**src/rtl/branch_redirect_ctrl.sv**
```systemverilog
// Redirects fetch on taken EX branches/jumps: flushes IF/ID + ID/EX, waits for imem, drains one stale fetch.
// Latency: one cycle from acceptance to pc_sel; new branches are ignored while busy.
module branch_redirect_ctrl (
  input  logic        clk,
  input  logic        rst_n,
  input  logic        ex_valid,
  input  logic        ex_taken,
  input  logic [31:0] ex_target,
  input  logic        imem_ready,
  input  logic        stall_in,
  input  logic        clr_counts,
  output logic        pc_sel,
  output logic [31:0] pc_target,
  output logic        flush_ifid,
  output logic        flush_idex,
  output logic        stall_out,
  output logic        busy,
  output logic        misalign_err,
  output logic [15:0] branch_count,
  output logic [15:0] taken_count
);

  typedef enum logic [1:0] {IDLE, REDIRECT, DRAIN} state_t;

  state_t      state_q, state_d;
  logic [31:0] pc_target_q, pc_target_d;
  logic [15:0] branch_count_q, branch_count_d;
  logic [15:0] taken_count_q, taken_count_d;
  logic        misalign_err_q, misalign_err_d;
  logic        pc_sel_q, pc_sel_d;
  logic        flush_ifid_q, flush_ifid_d;
  logic        flush_idex_q, flush_idex_d;
  logic        busy_q, busy_d;

  logic accept;
  logic aligned;
  logic redirect_go;

  always_comb begin
    accept      = (state_q == IDLE) && ex_valid && !stall_in;
    aligned     = (ex_target[1:0] == 2'b00);
    redirect_go = accept && ex_taken && aligned;

    state_d     = state_q;
    pc_target_d = pc_target_q;
    case (state_q)
      IDLE: begin
        if (redirect_go) begin
          state_d     = REDIRECT;
          pc_target_d = ex_target;
        end
      end
      REDIRECT: if (imem_ready) state_d = DRAIN;
      DRAIN:    state_d = IDLE;
      default:  state_d = IDLE;
    endcase

    misalign_err_d = accept && ex_taken && !aligned;

    // Clear wins over a same-cycle increment; both counters saturate.
    branch_count_d = branch_count_q;
    taken_count_d  = taken_count_q;
    if (clr_counts) begin
      branch_count_d = 16'h0000;
      taken_count_d  = 16'h0000;
    end else begin
      if (accept && (branch_count_q != 16'hFFFF)) branch_count_d = branch_count_q + 16'd1;
      if (redirect_go && (taken_count_q != 16'hFFFF)) taken_count_d = taken_count_q + 16'd1;
    end

    // Outputs are registered off the next state so they align with it.
    pc_sel_d     = (state_d == REDIRECT);
    flush_idex_d = (state_d == REDIRECT);
    flush_ifid_d = (state_d != IDLE);
    busy_d       = (state_d != IDLE);
  end

  always_ff @(posedge clk or negedge rst_n) begin
    if (!rst_n) begin
      state_q        <= IDLE;
      pc_target_q    <= 32'h0;
      branch_count_q <= 16'h0;
      taken_count_q  <= 16'h0;
      misalign_err_q <= 1'b0;
      pc_sel_q       <= 1'b0;
      flush_ifid_q   <= 1'b0;
      flush_idex_q   <= 1'b0;
      busy_q         <= 1'b0;
    end else begin
      state_q        <= state_d;
      pc_target_q    <= pc_target_d;
      branch_count_q <= branch_count_d;
      taken_count_q  <= taken_count_d;
      misalign_err_q <= misalign_err_d;
      pc_sel_q       <= pc_sel_d;
      flush_ifid_q   <= flush_ifid_d;
      flush_idex_q   <= flush_idex_d;
      busy_q         <= busy_d;
    end
  end

  // A flush in progress always overrides the hazard unit's stall.
  assign stall_out    = stall_in && !busy_q;
  assign pc_sel       = pc_sel_q;
  assign pc_target    = pc_target_q;
  assign flush_ifid   = flush_ifid_q;
  assign flush_idex   = flush_idex_q;
  assign busy         = busy_q;
  assign misalign_err = misalign_err_q;
  assign branch_count = branch_count_q;
  assign taken_count  = taken_count_q;

endmodule
```
**config.mk**
```make
export PLATFORM = sky130hd
export DESIGN_NAME = branch_redirect_ctrl
export DESIGN_NICKNAME = d
export VERILOG_FILES = /design/src/rtl/branch_redirect_ctrl.sv
export SDC_FILE = /design/constraint.sdc
export NUM_CORES = 1
export LEC_CHECK = 0
export BUFFER_PORTS_ARGS = -buffer_cell sky130_fd_sc_hd__buf_2
export CAP_MARGIN = 30
export CORE_ASPECT_RATIO = 1.1
export CORE_MARGIN = 2
export CORE_UTILIZATION = 54
export CTS_CLUSTER_SIZE = 8
export DETAILED_ROUTE_END_ITERATION = 6
export PLACE_DENSITY_LB_ADDON = 0.12
export SYNTH_ARGS = -nofsm -noshare
export SYNTH_HDL_FRONTEND = slang
export SYNTH_SLANG_ARGS = --single-unit
```
**constraint.sdc**
```tcl
create_clock -name clk -period 2.91 [get_ports clk]
set_input_delay 0.291 -clock clk [delete_from_list [all_inputs] [get_ports clk]]
set_output_delay 0.291 -clock clk [all_outputs]
set_load 0.05 [all_outputs]
```
* Word-level counts from Yosys, hierarchy flattened
Index checks and enable logic that the tools add are counted.
Storage, ports and cells: memory bits (writable) 0, word-level logic and storage cells 37, bits in latches 0, bits in registers 69, memory bits (read-only) 0, output and inout bits 70, memories kept 0
Operators by class: reduce and logical (&&, ||, !) cells 17, bitwise logic cells 0, order comparisons 0, shifts and indexed selects 0, $add $sub $neg 2, equal/unequal tests 4, divide/modulo/power cells 0, multipliers 0, multiplexer cells 7
Operators by type and width (count):
- $mux W16 | 4
- $add A16 B1 Y16 const B | 2
- $ne A16 B16 Y1 const B | 2
- $logic_and A1 B1 Y1 | 8
- $reduce_bool A2 Y1 | 3
- $eq A2 B1 Y1 const B | 2
- $logic_not A2 Y1 | 2
- $mux W2 | 2
- $pmux W2 S2 | 1
- $logic_not A1 Y1 | 3
- $reduce_and A2 Y1 | 1

* Logic depth before layout (Yosys ltp)
Gate-level depths: netlist of run 1.
word-level depth 8, gate-level depth with buffers 7, depth with buffers taken out 6

* Worst setup path before layout of run 1
Ideal clock, no wire load.
path kind register to register, from register taken_count_q[3], in the netlist taken_count[3], to register taken_count_q[15], in the netlist taken_count[15], cell stages (with the launch flop) 8, arrival time 2.040 ns, clock period less this slack 2.165 ns, buffers on the path 2, setup slack 0.745 ns, cells stage by stage dfrtp_1 and4_4 and4_1 clkbuf_1 a21o_1 buf_6 nor4_1 mux2_2
On the way: longest elaborated chain between the ends 3, elaborated cells on any way between the ends 6
Ends and longest elaborated chain:
- start, declared | line 28 | logic [15:0] taken_count_q, taken_count_d;
- start signal, assigned | line 93 | taken_count_q <= taken_count_d;
- $add A16 B1 Y16 or $ne A16 B16 Y1 (tied branches) | line 68 | if (redirect_go && (taken_count_q != 16'hFFFF)) taken_count_d = taken_count_q + 16'd1;
- $mux W16 or $logic_and A1 B1 Y1 (tied branches) | line 68
- $mux W16 or $reduce_bool A2 Y1 (tied branches)
Parallel ways exist; a longest one is shown, timed or not. The select of a mux whose other input is x is not followed. A chain may end at the register's enable or synchronous reset.

* Final worst setup path of run 1
from register state_q[0], to register taken_count_q[15], in the netlist taken_count[15]
On the way: longest elaborated chain between the ends 7
Ends and longest elaborated chain:
- start, declared | line 25 | state_t state_q, state_d;
- start signal, assigned | line 90 | state_q <= state_d;
- $logic_not A2 Y1 | line 40 | accept = (state_q == IDLE) && ex_valid && !stall_in;
- $logic_and A1 B1 Y1 (2 in a row) | line 40
- $logic_and A1 B1 Y1 (2 in a row) | line 42 | redirect_go = accept && ex_taken && aligned;
- $logic_and A1 B1 Y1 | line 68
- $reduce_bool A2 Y1 (no source line)
Every way passes these cells.

==> results of run 1 <==
==> cell usage in the layout (no fill, tap or decap), types with 4 or more instances in the layout <==
cell type	synthesis	layout
clkbuf_8	0	11
a21oi_1	8	8
nand4_1	7	7
dfrtp_1	69	69
nor2_1	30	30
buf_2	1	108
or3_1	4	4
xor2_1	6	6
a211oi_1	4	4
o21ai_0	5	5
nand2_1	15	15
mux2_2	31	31
nand3_1	10	10
and4_1	4	4
xnor2_1	16	16
inv_1	5	5
nor4_1	8	8
==> area by class of cell <==
class	count	share of cell area
flip-flops and latches	69	0.441
well taps	77	0.0246
inverters	5	0.00480
clock inverters	2	0.00256
multi-input cells	186	0.342
repair buffers	110	0.145
clock buffers	12	0.0397
==> metal layers <==
| layer | up-vias | track usage | part of all wire |
|---|---|---|---|
| li1 | 1192 | - | - |
| met1 | 1221 | 0.273 | 0.44 |
| met2 | 80 | 0.344 | 0.48 |
| met3 | 6 | 0.0498 | 0.060 |
| met4 | 0 | 0.0992 | 0.013 |
| met5 | - | 0 | 0 |
==> per-stage QoR <==
stage	area, sq um	hold WS, ns	worst slack (ns)	total power (W)	instances
final	3910	0.0383	0.547	0.00248	461
after global routing	3910	0.107	0.304	0.00258	461
after CTS	3910	0.0559	0.499	0.00251	461
after detailed placement	3750	0.428	0.516	0.00184	447
after global placement	3750	0.415	0.566	0.00183	447
after floorplan	3150	-0.00459	0.745	0.00165	273
==> worst min path at each step <==
| stage | start | to | slack [ns] | cells past startpoint |
|---|---|---|---|---|
| floorplan | rst_n | branch_count[0]$_DFFE_PN0P_ | -0.005 | 0 |
| global placement | rst_n | branch_count[11]$_DFFE_PN0P_ | 0.42 | 1 |
| detailed placement | rst_n | branch_count[11]$_DFFE_PN0P_ | 0.43 | 1 |
| CTS | rst_n | branch_count[11]$_DFFE_PN0P_ | 0.06 | 1 |
| global route | rst_n | branch_count[11]$_DFFE_PN0P_ | 0.11 | 1 |
| finish | rst_n | branch_count[11]$_DFFE_PN0P_ | 0.04 | 1 |
==> kinds of logic (layout without fill, tap and decap cells) <==
family,Yosys count,count (layout),share of synthesized area
adders and majority gates,2,2,0.00795
AOI/OAI and AO/OA,30,30,0.0624
xor gates and xnor gates,22,22,0.0612
buffers and inverters,18,129,0.0266
and+or+nand+nor,99,99,0.176
muxes,33,33,0.117
DFF,69,69,0.549
==> registers in the layout (all words and copies together) (netlist names) <==
signal,count
pc_target,32
branch_count,16
taken_count,16
state_q,2
busy,1
flush_idex,1
misalign_err,1
==> critical path, cell delays in order (launching register included) <==
cell     delay [ns]
dfrtp_1        0.42
nor4b_4        0.45
nand2_2        0.39
a21o_1         0.39
nor4_1         0.22
mux2_2         0.37
==> power groups by stage <==
stage          registers (W)  logic, W  clock network [W]
6_report             0.00112  0.000694           0.000666
3_5_place_dp         0.00114  0.000700                  0
2_1_floorplan        0.00153  0.000126                  0
4_1_cts              0.00112  0.000701           0.000688
5_1_grt              0.00113  0.000727           0.000723
3_3_place_gp         0.00113  0.000693                  0
==> qor.yml, run 1 <==
cts_tree: "yes"
ys_seq_area_frac: 0.549
synth_top_area_share: 0.549
required_ns: 3.12
critPathMaxFanout: 22
hold_class: "input pin to asynchronous set/reset pin"
finalMaxSlewViolations: 0
reg2reg_slack_ns: 0.55
ys_warn_count: 0
final-seq-area_sq_um: 1730
worstSetupEndpoint: "taken_count[15]$_DFFE_PN0P_"
cp-start-kind: "flip-flop"
ctsHoldBuffers: 0
wl_per_cell_microns: 14.0
grt_pass1_wl_mm: 11.0
hold_viol: 0
fin_crit_ns: 2.36
slew_headroom: 0.474
grt_use_total: 0.214
clockPowerShare: 0.269
syn_to_final_growth_pct: 24.3
die-area_sq_um: 6450
dp_hpwl_mm: 4.60
die_x_microns: 76.8
fill_cells: 446
synth_common_cells: "dfrtp_1 (69), mux2_2 (31), nor2_1 (30), xnor2_1 (16), nand2_1 (15)"
yosysMostFrequentCell: "dfrtp_1"
intPower_w: 0.00159
sequentialPowerShare: 0.451
layout-drive-gt1-share: 0.417
finalSetupTns_ns: 0
wl_mm: 6.45
netlist_area_sq_um: 3150
crit_start: "state_q[0]$_DFF_PN0_"
outcome: "complete, no violations"
postCtsSetupRepairBufs: 0
nets: 422
worst_pin_slew_ns: 0.790
synth.area.top_cells: "dfrtp_1 (55%), mux2_2 (11%), xnor2_1 (4.5%)"
async_reset_ff_frac: 1.00
max_freq_mhz: 423
insertion_delay_ns: 0.33
cts_root_buf: "clkbuf_8"
leakage_nw: 1.92
rsz0062_at_grt: "no"
synth_nets: 314
p_per_area_nw_per_um2: 634
fin_crit_sh: 0.812
p_comb_frac: 0.280
p_sw_w: 0.000885
place.gp.congestion: 0.793
cts_made_buffers: 9
grt-ovfl-total: 0
critPathCaptureType: "flip-flop"
grt_pass1_vias: 2436
yosysTopAreaCell: "dfrtp_1"
cts_sinks: 69
multi_input_area_sq_um: 1340
cts_resized: 0
final_core_util: 0.687
drc: 0
synth-seq-cells: 69
arrival_ns: 2.58
synth-edff-count: 0
h-tree-depth: 3
via_count: 2499
port_buffers: 108
drt_pass1_iterations: 4
core.rowCount: 29
synthDistinctLibCells: 43
switching_share: 0.357
antenna_found_initial: 0
die_h_microns: 84.1
clkTransAtPathRegs_ns: 0.07
r2r_cells: 5
vdd_drop_max_uv: 481
cap_violations: 0
synthCells: 273
drtAntennaViolNets: 0
ys.flop_type: "dfrtp_1"
antenna_cells: 0
avgSynthCellArea_sq_um: 11.5
crit_type: "flip-flop to flip-flop"
start_util: 0.552
worstReg2RegStart: "state_q[0]$_DFF_PN0_"
finalSetupViolations: 0
timing.rr.end: "taken_count[15]$_DFFE_PN0P_"
ios: 109
coreArea_sq_um: 5700
grt_max_degree: 36
fin_worst_skew_ns: 0.00796
drt_iter0_markers: 157
via_per_inst: 5.42
clockBufferDepth: 2
(Power assumes the default switching activity.)
==> run 2, diff against run 1 <==
Settings changed: ABC_AREA from default to 1, CORE_UTILIZATION 54 to 46.
Clock period 2.91 ns to 2 ns, I/O delays scaled along.
==> run 2 against run 1 <==
  * Worst hold slack better by 0.012 ns
  * Maximum frequency up 31%
  * Critical path depth grew 4
  * Sequential share of layout area decreased by 3.9 points
  * Flip-flop and latch count unchanged
  * Die area rose by 27%
  * Combinational power up 41%
  * Wire length increased by 26%
  * Register-to-register slack got worse by 0.35 ns
  * Sequential power grew 46%
  * Power grew 55%
  * Critical path type unchanged
==> qor.yml, run 2 <==
largest_register_ffs: 32
synth.area.top_cells: "dfrtp_1 (50%), nand2_1 (23%), nor2_1 (5.2%)"
die_h_microns: 94.7
avgSynthCellArea_sq_um: 7.68
final_common_cell: "nand2_1"
ys_seq_area_frac: 0.502
syn_to_final_growth_pct: 24.5
p_per_area_nw_per_um2: 896
finalMaxSlewViolations: 0
clockBufferDepth: 2
finalSetupViolations: 0
max_freq_mhz: 556
antenna_cells: 0
worst_pin_slew_ns: 0.488
critPathTopFamily: "simple AND/OR/NAND/NOR gates"
clkTransAtPathRegs_ns: 0.07
drt_iter0_markers: 110
crit_type: "flip-flop to flip-flop"
async_reset_ff_frac: 1.00
place_area_sq_um: 4060
hold_end: "pc_target[24]$_DFFE_PN0P_"
core.rowCount: 33
path_cells: "ha_1 > nand3_2 > inv_1 > nand2_2 > nor2_4 > nor2_4 > nor2_8 > nand2_1 > nand2_1"
fin_crit_ns: 1.80
synth-edff-count: 0
cts_tree: "yes"
critPathCaptureType: "flip-flop"
postCtsSetupRepairBufs: 0
hold_class: "input pin to flip-flop"
grt_pass1_wl_mm: 13.6
synth_top_area_share: 0.502
ys.flop_type: "dfrtp_1"
cts_root_buf: "clkbuf_8"
wl_per_cell_microns: 12.5
arrival_ns: 2.03
coreArea_sq_um: 7350
rsz0062_at_grt: "no"
sequentialPowerShare: 0.423
fin_crit_sh: 0.900
synth_nets: 489
grt_pass1_vias: 2999
grt-ovfl-total: 0
critPathMaxFanout: 17
synth_common_cells: "nand2_1 (209), dfrtp_1 (69), nor2_1 (48), nand4_1 (26), inv_1 (24)"
port_buffers: 108
crit_slowest_cell: "dfrtp_1"
nets: 600
wl_mm: 8.13
synth-seq-cells: 69
grt_use_total: 0.208
synthDistinctLibCells: 23
die-area_sq_um: 8190
yosysMostFrequentCell: "nand2_1"
hold_viol: 0
ctsHoldBuffers: 1
cp-start-kind: "flip-flop"
crit_start: "taken_count[0]$_DFFE_PN0P_"
vdd_drop_max_uv: 586
cts_sinks: 69
p_sw_w: 0.00136
cap_violations: 0
netlist_area_sq_um: 3440
switching_share: 0.353
layout_common_cells: "nand2_1 (209), buf_2 (108), dfrtp_1 (69), nor2_1 (48), nand4_1 (26)"
intPower_w: 0.00248
via_per_inst: 4.96
yosysTopAreaCell: "dfrtp_1"
stdcell_area_sq_um: 4290
final_core_util: 0.583
worstReg2RegStart: "taken_count[0]$_DFFE_PN0P_"
drt_pass1_iterations: 4
slew_headroom: 0.671
leakage_nw: 2.42
hp-start: "ex_target[24]"
insertion_delay_ns: 0.34
layout-drive-gt1-share: 0.250
cts_resized: 0
cts_made_buffers: 9
h-tree-depth: 3
drtAntennaViolNets: 0
die_x_microns: 86.5
clockPowerShare: 0.323
dp_hpwl_mm: 5.63
finalSetupTns_ns: 0
synthCells: 448
outcome: "complete, no violations"
antenna_found_initial: 0
via_count: 3221
ios: 109
slowest_delay_ns: 0.43
place.gp.congestion: 0.814
fill_cells: 704
drc: 0
r2r_cells: 9
p_comb_frac: 0.254
ys_warn_count: 0
required_ns: 2.23
grt_max_degree: 70
critPathBufInv: 1
fin_worst_skew_ns: 0.0101
reg2reg_slack_ns: 0.20
timing.rr.end: "taken_count[3]$_DFFE_PN0P_"
start_util: 0.468
hold_depth: 3
run 2: cell types whose count changed in the layout (fill, tap and decap cells not counted), moves of 7 or more:
cell,delta
nor4_1,-8
nand4_1,+19
nor2_1,+18
nand2_1,+194
inv_1,+19
o21bai_1,+7
nand3_1,+8
mux2_2,-31
xnor2_1,-16
a21oi_1,-8
run 2: worst min-delay path: stages:
cell and delay (ns):
buf_2 0.07, nand2_1 0.04, nand2_1 0.04
run 2: routing by layer:
metal | wire, microns | part of all wire | vias to the layer above | global-route usage
li1 | - | - | 1631 | -
met1 | 3670 | 0.45 | 1484 | 0.263
met2 | 3840 | 0.47 | 96 | 0.340
met3 | 544 | 0.067 | 10 | 0.0656
met4 | 80 | 0.0098 | 0 | 0.0638
met5 | 0 | 0 | - | 0
run 2: logic make-up after synthesis:
logic type / share of synthesized area
compound gates: 0.0240
xor+xnor: 0.0254
fa+ha+maj: 0.00727
buf+inv: 0.0527
flops: 0.502
simple gates: 0.389
run 2: power groups by stage:
stage	Clock [W]	Sequential, W	Combinational (W)
finish	0.00124	0.00163	0.000976
global route	0.00134	0.00165	0.00104
CTS	0.00128	0.00163	0.000986
detailed placement	0	0.00164	0.000987
global placement	0	0.00164	0.000975
floorplan	0	0.00218	0.000179
run 2: layout make-up:
class                           instances  area (sq um)  area share
Clock buffer                           11           141      0.0330
Multi-Input combinational cell        339          1530       0.358
Sequential cell                        69          1730       0.403
Inverter                               25          93.8      0.0219
Tap cell                               87           109      0.0254
Clock inverter                          4          72.6      0.0169
Timing Repair Buffer                  115           608       0.142
run 2: stage by stage:
step | hold slack (ns) | cells | setup slack (ns) | power [W]
floorplan | -0.0956 | 448 | 0.123 | 0.00235
global placement | 0.254 | 634 | 0.250 | 0.00262
detailed placement | 0.255 | 634 | 0.205 | 0.00263
CTS | 0.0386 | 650 | 0.179 | 0.00389
global route | 0.0330 | 650 | 0.0469 | 0.00403
finish | 0.0498 | 650 | 0.201 | 0.00384
run 2: worst max-delay path by stage:
stage                                               to  slack, ns  cells after the start
final                       taken_count[3]$_DFFE_PN0P_       0.20                      9
after global routing        taken_count[8]$_DFFE_PN0P_       0.05                      9
after CTS                   taken_count[2]$_DFFE_PN0P_       0.18                      9
after detailed placement   taken_count[11]$_DFFE_PN0P_       0.21                      9
after global placement     taken_count[10]$_DFFE_PN0P_       0.25                      9
after floorplan           branch_count[13]$_DFFE_PN0P_       0.12                     10
==> run 3, diff against run 2 <==
Settings changed: REMOVE_ABC_BUFFERS from default to 1.
==> run 3 against run 2 <==
  * Via count increased by 0.25%
  * First-iteration DRC count decreased by 17%
  * Maximum frequency decreased by 2.4%
  * Non-clock buffer count increased by 4
  * Flip-flop and latch count unchanged
  * Power decreased by 1.1%
  * Wire length increased by 0.62%
  * Final cell count increased by 0.77%
  * Final area increased by 0.85%
  * Combinational power increased by 0.5%
  * Worst hold slack got worse by 0.0043 ns
==> qor.yml, run 3 (synthesized netlist as in run 2, its figures left out) <==
required_ns: 2.20
wl_per_cell_microns: 12.5
via_per_inst: 4.93
layout-drive-gt1-share: 0.259
stdcell_area_sq_um: 4320
final_common_cell: "nand2_1"
finalSetupViolations: 0
hold_class: "input pin to flip-flop"
postCtsSetupRepairBufs: 0
coreArea_sq_um: 7350
core.rowCount: 33
p_per_area_nw_per_um2: 879
vdd_drop_max_uv: 610
fin_crit_ns: 1.84
cts_resized: 0
wl_mm: 8.18
cts_tree: "yes"
grt_pass1_wl_mm: 13.8
layout_common_cells: "nand2_1 (209), buf_2 (108), dfrtp_1 (69), nor2_1 (48), nand4_1 (26)"
antenna_found_initial: 0
antenna_cells: 0
start_util: 0.468
die_h_microns: 94.7
dp_hpwl_mm: 5.84
drt_pass1_iterations: 4
outcome: "complete, no violations"
h-tree-depth: 3
nets: 604
cap_violations: 0
grt-ovfl-total: 0
max_freq_mhz: 542
fin_worst_skew_ns: 0.00825
cts_sinks: 69
dp_slack_ns: 0.192
final_cells: 655
fin_crit_sh: 0.922
fill_cells: 689
clockBufferDepth: 2
via_count: 3229
worst_pin_slew_ns: 0.653
critPathCaptureType: "flip-flop"
place.gp.congestion: 0.802
final_core_util: 0.588
die_x_microns: 86.5
cts_root_buf: "clkbuf_8"
clkTransAtPathRegs_ns: 0.08
slew_headroom: 0.565
crit_type: "flip-flop to flip-flop"
die-area_sq_um: 8190
insertion_delay_ns: 0.34
arrival_ns: 2.05
hold_viol: 0
rsz0062_at_grt: "no"
syn_to_final_growth_pct: 25.6
ctsHoldBuffers: 1
post-place-cells: 638
ios: 109
drc: 0
drtAntennaViolNets: 0
cts_made_buffers: 9
worst_slack_ns: 0.156
finalMaxSlewViolations: 0
power.total_w: 0.00380
drt_iter0_markers: 91
grt_use_total: 0.209
port_buffers: 108
grt_pass1_vias: 3086
largest_register_ffs: 32
cp-start-kind: "flip-flop"
critPathMaxFanout: 5
leakage_nw: 2.43
grt_max_degree: 36
place_area_sq_um: 4100
-- run 3: cell count changes in the layout (fill, tap and decap cells not counted) --
cell	delta
buf_12	+1
buf_4	+3
bufinv_16	-1
clkbuf_1	-1
clkinv_2	-1
clkinvlp_4	+2
inv_6	+2
-- run 3: cell type report --
type                            instances  area [sq um]  share of cell area
Clock buffer                           10           138              0.0318
Multi-Input combinational cell        339          1530               0.355
Sequential cell                        69          1730               0.400
Inverter                               25          93.8              0.0217
Tap cell                               87           109              0.0252
Timing Repair Buffer                  119           651               0.151
Clock inverter                          6          70.1              0.0162
-- run 3: stage by stage --
stage | TNS, ns | hold WS, ns
floorplan | -1.10 | -0.0956
global route | 0 | 0.0417
CTS | 0 | 0.0355
finish | 0 | 0.0455
global placement | 0 | 0.270
detailed placement | 0 | 0.271
-- run 3: final timing paths --
kind	slack (ns)	from	cells past startpoint	end
max	0.16	branch_count[0]$_DFFE_PN0P_	7	branch_count[0]$_DFFE_PN0P_
min	0.05	ex_target[10]	3	pc_target[10]$_DFFE_PN0P_
max reg2reg	0.16	branch_count[0]$_DFFE_PN0P_	7	branch_count[0]$_DFFE_PN0P_
min reg2reg	0.48	pc_target[26]$_DFFE_PN0P_	2	pc_target[26]$_DFFE_PN0P_
max in group asynchronous	0.96	rst_n	3	pc_target[9]$_DFFE_PN0P_
min in group asynchronous	0.42	rst_n	2	branch_count[0]$_DFFE_PN0P_
-- run 3: routing by layer --
layer | vias up | track usage | part of all wire
li1 | 1639 | - | -
met1 | 1473 | 0.269 | 0.45
met4 | 0 | 0.0755 | 0.011
met2 | 110 | 0.340 | 0.47
met5 | - | 0 | 0
met3 | 7 | 0.0551 | 0.069
-- run 3: critical path, cell delays in order (launching register included) --
cell and delay, ns:
dfrtp_1 0.44, ha_1 0.25, nand3_1 0.15, inv_1 0.05, nand2_1 0.14, nor2_2 0.06, o21ai_0 0.46, o21ai_0 0.15
-- run 3: power breakdown --
part | internal [W] | switching (W) | leakage [nW]
combinational | 0.000216 | 0.000765 | 1.42
clock | 0.000619 | 0.000575 | 0.0955
sequential | 0.00154 | 0.0000817 | 0.923
